### src/rtl/mem_port_arbiter.sv
// mem_port_arbiter: round-robin arbiter sharing one memory port between a CPU and a loader, with a busy-cycle timeout.
module mem_port_arbiter #(
    parameter int AW  = 16,
    parameter int DW  = 16,
    parameter int TMO = 15
) (
    input  logic          clk,
    input  logic          reset,
    input  logic          cpu_rd,
    input  logic          cpu_wr,
    input  logic [AW-1:0] cpu_addr,
    input  logic [DW-1:0] cpu_wdata,
    output logic [DW-1:0] cpu_rdata,
    output logic          cpu_ack,
    output logic          cpu_stall,
    input  logic          ld_req,
    input  logic          ld_we,
    input  logic [AW-1:0] ld_addr,
    input  logic [DW-1:0] ld_wdata,
    output logic [DW-1:0] ld_rdata,
    output logic          ld_ack,
    output logic          mem_en,
    output logic          mem_we,
    output logic [AW-1:0] mem_addr,
    output logic [DW-1:0] mem_wdata,
    input  logic [DW-1:0] mem_rdata,
    input  logic          mem_ready,
    output logic          tmo_err,
    input  logic          err_clr
);
    typedef enum logic [1:0] {IDLE, CPU_BUSY, LD_BUSY} state_t;
    state_t state, state_nx;
    logic last_ld;
    logic [7:0] cnt;
    logic cpu_req, cpu_el, ld_el, grant_cpu, grant_ld, busy, tmo_hit, done;
    assign cpu_req   = cpu_rd | cpu_wr;
    assign cpu_stall = cpu_req & ~cpu_ack;
    assign cpu_el    = cpu_req & ~cpu_ack;
    assign ld_el     = ld_req & ~ld_ack;
    assign busy      = state != IDLE;
    assign mem_en    = busy;
    assign grant_cpu = !busy && cpu_el && (!ld_el || last_ld);
    assign grant_ld  = !busy && ld_el && !grant_cpu;
    // The TMO-th busy cycle without ready aborts; ready on that cycle still completes normally.
    assign tmo_hit   = busy && !mem_ready && cnt == 8'(TMO - 1);
    assign done      = busy && (mem_ready || tmo_hit);
    always_comb begin
        state_nx = state;
        state_nx = grant_cpu ? CPU_BUSY : grant_ld ? LD_BUSY : done ? IDLE : state;
    end
    always_ff @(posedge clk) begin
        if (reset) begin
            state     <= IDLE;
            last_ld   <= 1'b1;
            cnt       <= '0;
            cpu_ack   <= 1'b0;
            ld_ack    <= 1'b0;
            cpu_rdata <= '0;
            ld_rdata  <= '0;
            mem_we    <= 1'b0;
            mem_addr  <= '0;
            mem_wdata <= '0;
            tmo_err   <= 1'b0;
        end else begin
            state   <= state_nx;
            cpu_ack <= done && state == CPU_BUSY;
            ld_ack  <= done && state == LD_BUSY;
            tmo_err <= tmo_hit | (tmo_err & ~err_clr);
            if (grant_cpu) begin
                mem_addr  <= cpu_addr;
                mem_wdata <= cpu_wdata;
                mem_we    <= cpu_wr;
                last_ld   <= 1'b0;
                cnt       <= '0;
            end else if (grant_ld) begin
                mem_addr  <= ld_addr;
                mem_wdata <= ld_wdata;
                mem_we    <= ld_we;
                last_ld   <= 1'b1;
                cnt       <= '0;
            end else if (busy && !mem_ready && !tmo_hit)
                cnt <= cnt + 8'd1;
            if (done && !mem_we && state == CPU_BUSY)
                cpu_rdata <= tmo_hit ? '1 : mem_rdata;
            if (done && !mem_we && state == LD_BUSY)
                ld_rdata <= tmo_hit ? '1 : mem_rdata;
        end
    end
endmodule

### config.mk
export PLATFORM = sky130hd
export DESIGN_NAME = mem_port_arbiter
export DESIGN_NICKNAME = d
export VERILOG_FILES = /design/src/rtl/mem_port_arbiter.sv
export SDC_FILE = /design/constraint.sdc
export NUM_CORES = 1
export LEC_CHECK = 0
export CAP_MARGIN = 20
export CORE_ASPECT_RATIO = 0.75
export CORE_MARGIN = 2
export CORE_UTILIZATION = 35
export CTS_CLUSTER_SIZE = 12
export DETAILED_ROUTE_END_ITERATION = 10
export MAX_ROUTING_LAYER = met4
export PLACE_DENSITY = 0.7
export SETUP_SLACK_MARGIN = 0.02
export SYNTH_ARGS = -nofsm -noshare
export SYNTH_HDL_FRONTEND = slang
export SYNTH_SLANG_ARGS = --single-unit
export TNS_END_PERCENT = 50
### constraint.sdc
create_clock -name clk -period 4.77 [get_ports clk]
set_clock_uncertainty 0.05 [all_clocks]
set_input_delay 0.7155 -clock clk [delete_from_list [all_inputs] [get_ports clk]]
set_output_delay 0.7155 -clock clk [all_outputs]
set_load 0.02 [all_outputs]
== After elaboration in Yosys (flattened, before gate mapping) ==
Index checks and enable logic that the tools add are counted.

* Register bits after elaboration: 79
* Input bits: 88
* Output and inout port bits: 70
* Word-level logic and storage cells: 63

* Add/sub/neg operators: 1
* Equal/unequal tests: 3
* Multiplexer cells: 12
* Bitwise operators: 8
* Reductions and logical operators: 27

{| class="wikitable"
|+ Operator list
! cell !! count
|-
| two-way mux 16 bit || 5
|-
| logical AND 1 bit || 13
|-
| adder 8 x 1 -> 8 bit (second input constant) || 1
|-
| equality test 8 x 4 -> 1 bit (second input constant) || 1
|-
| zero test 1 bit || 6
|-
| nonzero test 2 bit || 3
|-
| two-way mux 1 bit || 5
|-
| two-way mux 2 bit || 2
|-
| AND 1 bit || 3
|-
| inverter 1 bit || 3
|-
| nonzero test 3 bit || 1
|-
| OR reduction 3 bit || 1
|-
| equality test 2 x 1 -> 1 bit (second input constant) || 1
|-
| equality test 2 bit (second input constant) || 1
|-
| logical OR 1 bit || 2
|-
| bitwise OR 1 bit || 2
|-
| OR reduction 2 bit || 1
|}

== Logic depth before layout (Yosys ltp) ==
* Depth in word-level cells: 9
* Mapped depth: 7
* Depth with buffers taken out: 6

== Least setup slack after synthesis ==
OpenSTA, ideal clock, no wires.

* Kind: input to register
* Start: in cpu_wr
* End: reg mem_wdata[3]
* Setup time: 0.138 ns
* Data arrival time: 1.604 ns
* Data required time: 4.582 ns
* Slack: 2.977 ns
* Stages: 5
* Path buffers: 2
* Cell sequence: o21ba_2 -> o211ai_2 -> buf_2 -> buf_2 -> a211oi_1

* Word-level cells in the longest chain between the ends: 7
* Elaborated cells between the ends (all ways): 8
* Classes of those cells: mux: 1; bitwise: 2; reduce/logical: 5

{| class="wikitable"
|+ RTL lines
! item !! RTL line !! text
|-
| from (decl) || 10 || <nowiki>input logic cpu_wr,</nowiki>
|-
| bitwise OR 1 bit * || 36 || <nowiki>assign cpu_req = cpu_rd | cpu_wr;</nowiki>
|-
| AND 1 bit * || 38 || <nowiki>assign cpu_el = cpu_req & ~cpu_ack;</nowiki>
|-
| logical AND 1 bit * (2 in series) || 42 || <nowiki>assign grant_cpu = !busy && cpu_el && (!ld_el || last_ld);</nowiki>
|-
| zero test 1 bit || 43 || <nowiki>assign grant_ld = !busy && ld_el && !grant_cpu;</nowiki>
|-
| logical AND 1 bit || 43 ||
|-
| nonzero test 2 bit (no source line) || - ||
|-
| to (signal assigned) || 71 || <nowiki>mem_wdata <= cpu_wdata;</nowiki>
|-
| to (signal assigned) || 77 || <nowiki>mem_wdata <= ld_wdata;</nowiki>
|-
| to (decl) || 25 || <nowiki>output logic [DW-1:0] mem_wdata,</nowiki>
|}

Every way passes the cells marked *; elsewhere a longest branch is shown, timed or not.
A chain may end at the register's enable or synchronous reset.

== Final worst setup path ==
* Start: in cpu_wr
* End: out cpu_stall

* Word-level cells in the longest chain between the ends: 2

{| class="wikitable"
|+ RTL lines
! item !! RTL line !! text
|-
| bitwise OR 1 bit || 36 ||
|-
| AND 1 bit || 37 || <nowiki>assign cpu_stall = cpu_req & ~cpu_ack;</nowiki>
|-
| to (decl) || 15 || <nowiki>output logic cpu_stall,</nowiki>
|}

Every way passes these cells.

==> impl_results.md <==
- Commonest cells post-synth: dfxtp_1 (79), nor2_1 (43), a21oi_1 (36), mux2i_1 (33), o21a_1 (33)
- Yosys synthesis warning count: 0
- Fmax: 355 MHz
- Post-route DRC: 0
- Starting DRT DRC Count: 95
- Synthesis-stage register bit count: 79
- HPWL after detailed placement: 6.61 mm
- Share of flip-flops with an asynchronous set or reset after synthesis: 0
- CP peak stage delay: 620 ps
- Synthesized Nets: 439
- Synth area leader: dfxtp_1
- Syn Area/Cell: 9.90 um^2
- Setup TNS: 0 ps
- CTS tree: built
- Final Critical Period: 2820 ps
- Most common cell in the synthesized netlist: dfxtp_1
- Area growth, synth to finish: 56.0%
- Crit path kind: input pin to output port
- Share of cells above drive strength 1: 0.0920
- Worst reg2reg setup slack: 2770 ps
- GRT Util Overall: 0.182
- P_leak: 1.99 nW
- Tightest Hold Check Type: flip-flop to flip-flop
- Port bufs: 157
- Crit-path cells: clkdlybuf4s50_1 > o21ba_2 > clkdlybuf4s50_1
- Critical Path RT: 4000 ps
- Post-CTS sizing: 0
- Hold Crit Start: ld_rdata[15]
- Final hold slack: 413 ps
- Startpoint types: input pin
- Worst Hold Path EP: ld_rdata[15]
- CP Capture Type: output port
- RSZ-0062 raised after global routing: false
- Fin worst setup slack: 1950 ps
- Mapped cell area: 3450 um^2
- Synth top area share: 0.458
- Max-cap viol count: 0
- Worst rel slew slack: 0.486
- Clk_lat worst skew: 330 ps
- Final setup violation count: 0
- Number of synthesized flops with an enable pin: 0
- Routed WL per cell: 14.6 um
- Width of the die: 119 um
- Vias per cell: 4.88
- Crit path max fanout: 3
- Antenna diodes: 0
- Maximum VDD drop: 0.000158 V
- # IOs: 158
- First-pass GRT wire length: 15.5 mm
- WHS Path Cells: 1
- Status: completed
- Crit path buf inv count: 2
- Worst slew pin tran: 771 ps
- H-tree Lvls: 3
- First-pass DRT Iterations: 4
- Initial antenna violation count: 0
- Power density cells: 391 nW/um^2
- Root buffer cell: clkbuf_16
- DP Worst Slack: 1960 ps
- Final Max Tran Viols: 0
- Post-Route WL: 9.20 mm
- Clock-pin slew on the worst setup and hold paths: 60 ps
- Worst EP arrival: 2050 ps
- Die ar.: 10700 um^2
- CP delay by family, top: buffers and inverters
- Syn Inst Count: 349
- Core Area: 9620 um^2
- R2R cell count: 5
- RR Startpoint: ld_ack
- CTS max path bufs: 2
- Nets: 585
- CTS buffer count: 9
- Post-synthesis sequential area ratio: 0.458
- Sink Count: 79
- Post-DRT Antenna Nets: 0
- Num rows: 31
- Reg-to-Reg End: mem_addr[5]
- Placed cell count: 616
- Fin crit share: 0.591
- Yosys cell types: 38
- Layout Cells excl Fill: 632
- Post-CTS setup buffers: 0
- Hold_buf cts: 0
- Pwr Total: 2.11 mW
- Fin. Hold Viols: 0
- Critical Path Most Common Cell: clkdlybuf4s50_1
- Vias in the first global route: 3150
- Top post-synthesis cells by area: dfxtp_1 (46%), mux2i_1 (9.6%), o21a_1 (7.2%)
- Grt ovf: 0
- Die height: 90.0 um
- Master of the slowest instance on the critical path: clkdlybuf4s50_1
- Total number of vias: 3084
- Synth Flop Type: dfxtp_1
- Starting density of the core: 0.359
- GP Congestion: 0.731
- Largest net degree at the start of global routing: 60
==> how the worst max path moves through the flow <==
stage / startpoint / end / slack (ps) / cells past startpoint
global route: cpu_wr / cpu_stall / 1940 / 3
CTS: cpu_wr / cpu_stall / 1960 / 3
finish: cpu_wr / cpu_stall / 1950 / 3
global placement: cpu_wr / cpu_stall / 1980 / 3
detailed placement: cpu_wr / cpu_stall / 1960 / 3
floorplan: cpu_wr / mem_wdata[3] / 2980 / 5
==> registers in the layout (all words and copies together) (netlist names) <==
name,count
cnt,8
mem_we,1
tmo_err,1
state,2
ld_ack,1
cpu_ack,1
ld_rdata,16
cpu_rdata,16
mem_wdata,16
last_ld,1
mem_addr,16
==> cells by family (layout without fill, tap and decap cells) <==
| logic type | Yosys count | in the layout | share of synthesized area |
|---|---|---|---|
| fa+ha+maj | 2 | 2 | 0.00724 |
| buf+inv | 30 | 181 | 0.0503 |
| mux | 33 | 33 | 0.0956 |
| flops | 79 | 79 | 0.458 |
| compound gates | 112 | 112 | 0.228 |
| xor+xnor | 6 | 6 | 0.0152 |
| simple gates | 87 | 87 | 0.146 |
==> layout by cell type, fill, tap and decap left out, types with 2 or more instances in the layout <==
cell type / instances
a21oi_1: 36
ha_1: 2
nand3_1: 3
o21ai_0: 2
nand2b_1: 4
nor2b_1: 7
o21a_1: 33
clkinv_4: 2
xnor2_1: 6
nand2_1: 5
clkbuf_16: 9
nor2_1: 43
a211oi_1: 31
nor2_4: 2
mux2i_1: 33
and2b_2: 9
buf_4: 2
nor3_4: 3
dfxtp_1: 79
nor3_1: 4
bufinv_16: 2
inv_1: 5
a211oi_2: 5
clkdlybuf4s50_1: 156
nor4_1: 2
==> where the power goes <==
part	total (mW)	internal [mW]	switching (mW)
Combinational	0.575	0.284	0.291
Sequential	0.784	0.735	0.0483
Clock	0.750	0.475	0.274
==> area by class of cell <==
class,count,area [um^2]
clock inverter,6,91.3
tap,132,165
multi-input combinational,240,1710
inverter,6,22.5
fill,912,4230
clock buffer,10,239
timing repair buffer,159,1580
sequential,79,1580
==> metrics by stage <==
| stage | area (um^2) | utilization |
|---|---|---|
| 3_5_place_dp | 5060 | 0.526 |
| 6_report | 5390 | 0.560 |
| 5_1_grt | 5390 | 0.560 |
| 4_1_cts | 5390 | 0.560 |
| 3_3_place_gp | 5060 | 0.526 |
| 2_1_floorplan | 3450 | - |
==> worst register-to-register path, delay by kind of cell (launching register included) <==
family	cells	cell delay, ps
compound gates	2	570
buf+inv	1	560
simple gates	2	400
flops	1	330
==> metal layers <==
layer / track usage / share of wire / up-vias / routed length, um
met5: - / 0 / - / 0
li1: - / - / 1533 / -
met3: 0.0470 / 0.047 / 6 / 432
met4: 0.0427 / 0.0058 / 0 / 53
met2: 0.298 / 0.49 / 83 / 4490
met1: 0.226 / 0.46 / 1462 / 4230
Power figures use the tool's default switching activity.
